`src/rtl/cla_arb_pkg.sv`:
```
// Shared types and helpers for the CLA sharing arbiter.
// Build option: CLA_ARB_RR_EN selects round-robin arbitration (default: fixed priority).
package cla_arb_pkg;

  localparam int CLA_W = 16;

  typedef enum logic [1:0] {
    IDLE     = 2'd0,
    INFLIGHT = 2'd1,
    DONE     = 2'd2
  } req_state_e;

  // Requester id width; a single requester still needs one bit of id.
  function automatic int id_width(input int n);
    return (n > 1) ? $clog2(n) : 1;
  endfunction

endpackage

```
`src/rtl/cla_tag_pipe.sv`:
```
// Ownership tag pipe: shifts {valid, id} alongside the CLA pipeline so each sum
// leaving the adder can be steered to the requester that issued it.
// Build option: none (used identically under CLA_ARB_RR_EN and fixed priority).
module cla_tag_pipe #(
  parameter int LAT  = 4,
  parameter int ID_W = 2
) (
  input  logic            clk,
  input  logic            rst_n,
  input  logic            i_vld,
  input  logic [ID_W-1:0] i_id,
  output logic            o_vld,
  output logic [ID_W-1:0] o_id
);

  logic [LAT-1:0]  r_vld;
  logic [ID_W-1:0] r_id [LAT];

  // Shift tags one slot per cycle; reset empties every slot so in-flight sums are dropped.
  always_ff @(posedge clk) begin
    if (!rst_n) begin
      r_vld <= '0;
      for (int s = 0; s < LAT; s++) r_id[s] <= '0;
    end else begin
      r_vld[0] <= i_vld;
      r_id[0]  <= i_id;
      for (int s = 1; s < LAT; s++) begin
        r_vld[s] <= r_vld[s-1];
        r_id[s]  <= r_id[s-1];
      end
    end
  end

  assign o_vld = r_vld[LAT-1];
  assign o_id  = r_id[LAT-1];

endmodule

```
`src/rtl/cla_share_arbiter.sv`:
```
// Shares one pipelined CLA adder between N requesters with valid/ready request
// and response ports. One operand pair is issued per cycle; each requester has at
// most one op outstanding and a one-entry result buffer.
// Build option: CLA_ARB_RR_EN defined -> round-robin search from a rotating pointer;
// undefined -> fixed priority, lowest eligible index wins.
module cla_share_arbiter
  import cla_arb_pkg::*;
#(
  parameter int N   = 4,
  parameter int LAT = 4,
  parameter int W   = CLA_W
) (
  input  logic               clk,
  input  logic               rst_n,
  input  logic [N-1:0]       req_valid,
  output logic [N-1:0]       req_ready,
  input  logic [N*W-1:0]     req_a,
  input  logic [N*W-1:0]     req_b,
  output logic [N-1:0]       rsp_valid,
  input  logic [N-1:0]       rsp_ready,
  output logic [N*(W+1)-1:0] rsp_sum,
  output logic [W-1:0]       cla_a,
  output logic [W-1:0]       cla_b,
  input  logic [W:0]         cla_out,
  output logic               busy
);

  localparam int ID_W = id_width(N);

  req_state_e      r_state [N];
  logic [W:0]      r_sum   [N];
  logic [W-1:0]    r_cla_a;
  logic [W-1:0]    r_cla_b;

  logic [N-1:0]    w_elig;
  logic [N-1:0]    w_gnt;
  logic            w_gnt_vld;
  logic [ID_W-1:0] w_gnt_id;
  logic            w_tag_vld;
  logic [ID_W-1:0] w_tag_id;

  // A requester may be granted only from IDLE; nothing is eligible while in reset.
  always_comb begin
    w_elig = '0;
    for (int i = 0; i < N; i++)
      w_elig[i] = req_valid[i] & (r_state[i] == IDLE) & rst_n;
  end

`ifdef CLA_ARB_RR_EN
  logic [ID_W-1:0] r_ptr;
  int              w_idx;

  // Round-robin pick: first eligible requester at or after the pointer, wrapping.
  always_comb begin
    w_gnt_vld = 1'b0;
    w_gnt_id  = '0;
    w_idx     = 0;
    for (int k = 0; k < N; k++) begin
      w_idx = (int'(r_ptr) + k) % N;
      if (!w_gnt_vld && w_elig[w_idx]) begin
        w_gnt_vld = 1'b1;
        w_gnt_id  = ID_W'(w_idx);
      end
    end
  end

  // Pointer moves just past the granted requester; it holds when nothing is granted.
  always_ff @(posedge clk) begin
    if (!rst_n)
      r_ptr <= '0;
    else if (w_gnt_vld)
      r_ptr <= ID_W'((int'(w_gnt_id) + 1) % N);
  end
`else
  // Fixed priority pick: scanning downwards leaves the lowest eligible index.
  always_comb begin
    w_gnt_vld = 1'b0;
    w_gnt_id  = '0;
    for (int k = N - 1; k >= 0; k--) begin
      if (w_elig[k]) begin
        w_gnt_vld = 1'b1;
        w_gnt_id  = ID_W'(k);
      end
    end
  end
`endif

  // One-hot grant vector, doubling as req_ready.
  always_comb begin
    w_gnt = '0;
    if (w_gnt_vld) w_gnt[w_gnt_id] = 1'b1;
  end

  assign req_ready = w_gnt;

  // Operand register feeding the CLA; holds its value in cycles without a grant.
  always_ff @(posedge clk) begin
    if (!rst_n) begin
      r_cla_a <= '0;
      r_cla_b <= '0;
    end else if (w_gnt_vld) begin
      r_cla_a <= req_a[int'(w_gnt_id)*W +: W];
      r_cla_b <= req_b[int'(w_gnt_id)*W +: W];
    end
  end

  assign cla_a = r_cla_a;
  assign cla_b = r_cla_b;

  cla_tag_pipe #(
    .LAT  (LAT),
    .ID_W (ID_W)
  ) u_tag_pipe (
    .clk   (clk),
    .rst_n (rst_n),
    .i_vld (w_gnt_vld),
    .i_id  (w_gnt_id),
    .o_vld (w_tag_vld),
    .o_id  (w_tag_id)
  );

  // Per-requester FSM and result buffer: issue, capture the tagged sum, release on rsp handshake.
  always_ff @(posedge clk) begin
    if (!rst_n) begin
      for (int i = 0; i < N; i++) begin
        r_state[i] <= IDLE;
        r_sum[i]   <= '0;
      end
    end else begin
      for (int i = 0; i < N; i++) begin
        case (r_state[i])
          IDLE:     if (w_gnt[i]) r_state[i] <= INFLIGHT;
          INFLIGHT: if (w_tag_vld && (w_tag_id == ID_W'(i))) begin
                      r_state[i] <= DONE;
                      r_sum[i]   <= cla_out;
                    end
          DONE:     if (rsp_ready[i]) r_state[i] <= IDLE;
          default:  r_state[i] <= IDLE;
        endcase
      end
    end
  end

  // Response outputs come straight from the FSM state and result buffers.
  always_comb begin
    rsp_valid = '0;
    rsp_sum   = '0;
    busy      = 1'b0;
    for (int i = 0; i < N; i++) begin
      rsp_valid[i]              = (r_state[i] == DONE);
      rsp_sum[i*(W+1) +: (W+1)] = r_sum[i];
      busy                      = busy | (r_state[i] != IDLE);
    end
  end

endmodule

```
`config.mk`:
```
export PLATFORM = sky130hd
export DESIGN_NAME = cla_share_arbiter
export DESIGN_NICKNAME = d
export VERILOG_FILES = /design/src/rtl/cla_arb_pkg.sv /design/src/rtl/cla_tag_pipe.sv /design/src/rtl/cla_share_arbiter.sv
export SDC_FILE = /design/constraint.sdc
export NUM_CORES = 1
export LEC_CHECK = 0
export CORE_UTILIZATION = 44
export CTS_BUF_LIST = sky130_fd_sc_hd__clkbuf_16
export CTS_CLUSTER_SIZE = 24
export DETAILED_ROUTE_END_ITERATION = 8
export PLACE_DENSITY = 0.93
export REMOVE_ABC_BUFFERS = 1
export SYNTH_ARGS = -nofsm -noshare
export SYNTH_HDL_FRONTEND = slang
export SYNTH_SLANG_ARGS = --single-unit
```
`constraint.sdc`:
```
create_clock -name clk -period 4 [get_ports clk]
set_input_delay 0.8 -clock clk [delete_from_list [all_inputs] [get_ports clk]]
set_output_delay 0.8 -clock clk [all_outputs]
set_load 0.05 [all_outputs]
```
; Word level (Yosys, flattened, before mapping)
; Memory sizes are Yosys's and may differ from the RTL's.
; Index checks and enable logic that the tools add are counted.
[totals]
ff_bits = 36
latchBits = 0
ramBits = 84
mem_bits_ro = 0
input_bits = 155
output_inout_bits = 109
elab_cells = 171
memories = 3
[memory_table]
columns = memory, depth, word_bits, rd, rd_ports_with_merged_regs, write_ports, line
row1 = r_sum, 4, 17, 4, 0, 4, cla_share_arbiter.sv:31  ; logic [W:0] r_sum [N];
row2 = r_state, 4, 2, 4, 0, 4, cla_share_arbiter.sv:30  ; req_state_e r_state [N];
row3 = u_tag_pipe.r_id, 4, 2, 4, 0, 4, cla_tag_pipe.sv:17  ; logic [ID_W-1:0] r_id [LAT];
[op_classes]
n_addsub = 0
n_mul = 0
div_mod_pow = 0
magnitude_cmp = 2
n_eq_ne = 11
n_shift = 2
n_mux = 97
bitwise = 35
reduce_logical = 18
[ops]
columns = operator, n
row1 = indexed part select 64 x 7 -> 16 bit, 2
row2 = two-way mux 17 bit, 4
row3 = two-way mux 1 bit, 67
row4 = two-way mux 2 bit, 24
row5 = bitwise OR 1 bit, 27
row6 = equality test 2 bit (second input constant), 6
row7 = OR reduction 3 bit, 4
row8 = equality test 2 x 1 -> 1 bit (second input constant), 5
row9 = zero test 2 bit, 5
row10 = bitwise AND 1 bit, 8
row11 = nonzero test 2 bit, 4
row12 = logical AND 1 bit, 5
row13 = two-way mux 4 bit, 1
row14 = less-than comparator 2 x 3 -> 1 bit (second input constant), 1
row15 = demux 1 bit (select 2 bit), 1
row16 = greater-or-equal comparator 2 x 1 -> 1 bit (second input constant), 1

; Longest topological paths before layout
[logic_depth]
word_depth = 20
depth_mapped = 7
depth_no_buf = 5

; Hierarchy
; Synthesis repeated with hierarchy kept, for this count alone.
[unflattened]
cells_unflattened = 479
area_unflattened_um2 = 5564.1
[modules_own_cells]
columns = mod, n_inst, cells_each, area_each_um2, seq_area_each_um2
row1 = cla_share_arbiter, 1, 454, 5227.5, 2922.8
row2 = cla_tag_pipe, 1, 25, 336.6, 240.2

; Least setup slack after synthesis
; Ideal clock, no wire load.
[synth_path]
kind = input to output
from = input rst_n
to = output req_ready[3]
t_arrival_ps = 2276
t_required_ps = 3200
setup_slack_ps = 924
stages = 4
n_path_buf = 1
path_cell_list = nand4bb_1 -> buf_2 -> nand2_2 -> nor3_1
[synth_via]
elab_chain_len = 10
word_cells_on_any_way = 18
classes_between = order compare: 2 / mux: 11 / bitwise: 4 / reduce/logical: 1
[synth_lines]
columns = element, line
row1 = start: declaration, cla_share_arbiter.sv:14  ; input logic rst_n,
row2 = bitwise AND 1 bit, cla_share_arbiter.sv:46  ; w_elig[i] = req_valid[i] & (r_state[i] == IDLE) & rst_n;
row3 = two-way mux 2 bit (4 in a row), cla_share_arbiter.sv:80  ; if (w_elig[k]) begin
row4 = less-than comparator 2 x 3 -> 1 bit (implied by the code) or greater-or-equal comparator 2 x 1 -> 1 bit (tied branches), cla_share_arbiter.sv:91  ; if (w_gnt_vld) w_gnt[w_gnt_id] = 1'b1;
row5 = logical AND 1 bit (implied by the code), cla_share_arbiter.sv:91
row6 = two-way mux 1 bit (implied by the code), cla_share_arbiter.sv:91
row7 = demux 1 bit (select 2 bit), cla_share_arbiter.sv:91
row8 = two-way mux 4 bit (*), cla_share_arbiter.sv:91
row9 = end: declaration, cla_share_arbiter.sv:16  ; output logic [N-1:0] req_ready,
; Mark *: on every way between the ends. The rest lies on a longest branch, timed or not.

; Final worst setup path
[layout_path]
from = input rst_n
to = output req_ready[1]
; Same word-level chain as after synthesis.

==> results_dict.tcl <==
set metrics [dict create \
    status "completed" \
    crit_path_end_kind "output port" \
    row_count 40 \
    grt_max_degree 39 \
    fin_skew_ps 16.01 \
    drt-pass1-iter-count 6 \
    power_density_nw_per_um2 462.3 \
    area_growth_pct 61.98 \
    seq_power_share_pct 36.7 \
    fin_cells 926 \
    combPwrFrac_pct 23.6 \
    worst_slew_pin_slew_ps 1070 \
    maxCapViolCount 0 \
    grt_pass1_wl_um 27020 \
    internal-power_mw 2.850 \
    vias_per_cell 5.523 \
    core_region_area_um2 11960 \
    hold_slack_ps 431.1 \
    cts_buffers 17 \
    wl_per_cell_um 18.83 \
    nets 921 \
    gp_congestion 0.9559 \
    syn_avg_cell_area_um2 10.52 \
    p_sw_mw 1.192 \
    path_clk_slew_ps 50 \
    cts-resized-gates 0 \
    fin_ws_ps 640.6 \
    startpoint_type "input pin" \
    insertion_delay_ps 400 \
    p_sw_share_pct 29.49 \
    ant_nets 0 \
    syn-cell-area_um2 5398 \
    post_cts_buffers 0 \
    pre_cts_ws_ps 703.3 \
    grtUsageTotal_pct 27.82 \
    dpl.cell_count 894 \
    cp_max_fo 34 \
    clock-sinks 120 \
    cts-hold-fix-buffers 0 \
    fp.dieArea_um2 12710 \
    synth.distinct_cells 34 \
    crit_arrival_ps 2560 \
    rsz0062_at_grt "false" \
    fmax_mhz 297.7 \
    postPlaceCellArea_um2 8117 \
    synth_cells 513 \
    final_hold_viol_count 0 \
    htreeDepth 4 \
    vias 5114 \
    yosysSeqAreaShare_pct 58.60 \
    cts.path.max_buffers 2 \
    final_common_cell "clkdlybuf4s50_1" \
    relSlewSlack_pct 28.63 \
    dpl.hpwl_um 12340 \
    cts_tree "done" \
    final_cell_mix "clkdlybuf4s50_1 (259), edfxtp_1 (76), o21ai_0 (68)" \
    drive_above_1_share_pct 7.445 \
    yosys_warnings 0 \
    initial_core_util_pct 45.13 \
    design_area_um2 8743 \
    cts-root-buf "clkbuf_16" \
    antenna_found_initial 0 \
    setup_viol 0 \
    die_x_um 112.8 \
    power.leakage_nw 3.394 \
    grt_pass1_vias 5220 \
    peakVddDrop_v 0.0003196 \
    critPathKind "input pin to output port" \
    p_clk_share_pct 39.7 \
    num_io_pins 264 \
    io_buffers 263 \
    yosys_register_bits 120 \
    cp.required_ps 3200 \
    maxSlewViolCount 0 \
    overflow 0 \
    r2r_cells 3 \
    min_path_cells 1 \
    die_y_um 112.8 \
    route.detailed.drc 0 \
    finalCritPeriodShare_pct 83.99 \
    finalWirelength_um 17440 \
    antenna_cells 0 \
    min_path_type "register to register" \
    drt_iter0_drc 354 \
    post-route-min-period_ps 3359 \
]
-- flip-flops by register name (all words and copies together) (netlist names) --
| name | count |
|---|---|
| cla_a | 16 |
| cla_b | 16 |
| r_state | 8 |
| r_sum | 68 |
| u_tag_pipe.r_id | 8 |
| u_tag_pipe.r_vld | 4 |
-- power by group through the flow --
stage,sequential [mW],clock (mW),combinational (mW)
after floorplan,1.81,0,0.198
after global placement,1.50,0,0.937
after detailed placement,1.50,0,0.949
after CTS,1.48,1.61,0.954
after global routing,1.49,1.67,0.996
final,1.48,1.60,0.955
-- synth_stat cells, drive strengths merged --
cell type | count | area (um2)
a21oi | 1 | 5.000
a22o | 32 | 280.3
and2 | 62 | 387.9
and3 | 18 | 112.6
and4bb | 1 | 12.51
buf | 32 | 195.2
clkbuf | 8 | 30.03
dfxtp | 44 | 880.8
edfxtp | 76 | 2282
inv | 3 | 11.26
nand2 | 37 | 141.4
nand2b | 2 | 12.51
nand3 | 2 | 10.01
nand4 | 1 | 6.260
nand4b | 1 | 8.760
nand4bb | 4 | 45.04
nor2 | 39 | 148.9
nor2b | 4 | 25.02
nor3 | 35 | 180.2
nor4 | 3 | 33.78
nor4b | 1 | 23.77
nor4bb | 1 | 10.01
o211a | 3 | 30.03
o21a | 1 | 7.510
o21ai | 98 | 490.5
o31ai | 1 | 7.510
or3 | 3 | 18.77
-- cell type report --
class / instances / area, um2
repair buffers: 274 / 2718
inverters: 3 / 11.26
flip-flops and latches: 120 / 3163
fillers: 771 / 3218
well taps: 147 / 183.9
clock inverters: 15 / 201.4
multi-input cells: 350 / 2041
clock buffers: 17 / 425.4
-- layer usage --
layer	GRT usage (%)	up-vias	wire [um]
li1	-	2359	-
met1	31.92	2435	6807
met2	49.09	294	8750
met3	8.409	26	1556
met4	10.04	0	322
met5	0	-	0
-- critical path, cell delays in order --
cell and delay, ps:
clkdlybuf4s50_1 580, nand4bb_1 300, buf_4 370, inv_2 110
nor2_1 160, buf_4 230
-- logic make-up after synthesis --
logic type             synth area share (%)
AND/OR/NAND/NOR                       21.81
AO/OA/AOI/OAI                         15.21
flip-flops                            58.60
buffers and inverters                 4.381
-- worst paths after layout --
kind                                       startpoint               endpoint  slack [ps]
worst min register to register  u_tag_pipe.r_id[1][0]  u_tag_pipe.r_id[2][0]         430
worst max register to register          r_state[2][1]           r_sum[2][10]        1760
worst min-delay path            u_tag_pipe.r_id[1][0]  u_tag_pipe.r_id[2][0]         430
worst max-delay path                            rst_n           req_ready[1]         640
-- stage by stage --
step	utilization (%)	power (mW)	setup TNS, ps
after floorplan	-	2.009	-3858
after global placement	67.86	2.436	0
after detailed placement	67.86	2.454	0
after CTS	73.10	4.050	0
after global routing	73.10	4.163	0
final	73.10	4.042	0
No activity file was read; power rests on OpenSTA's default activity.
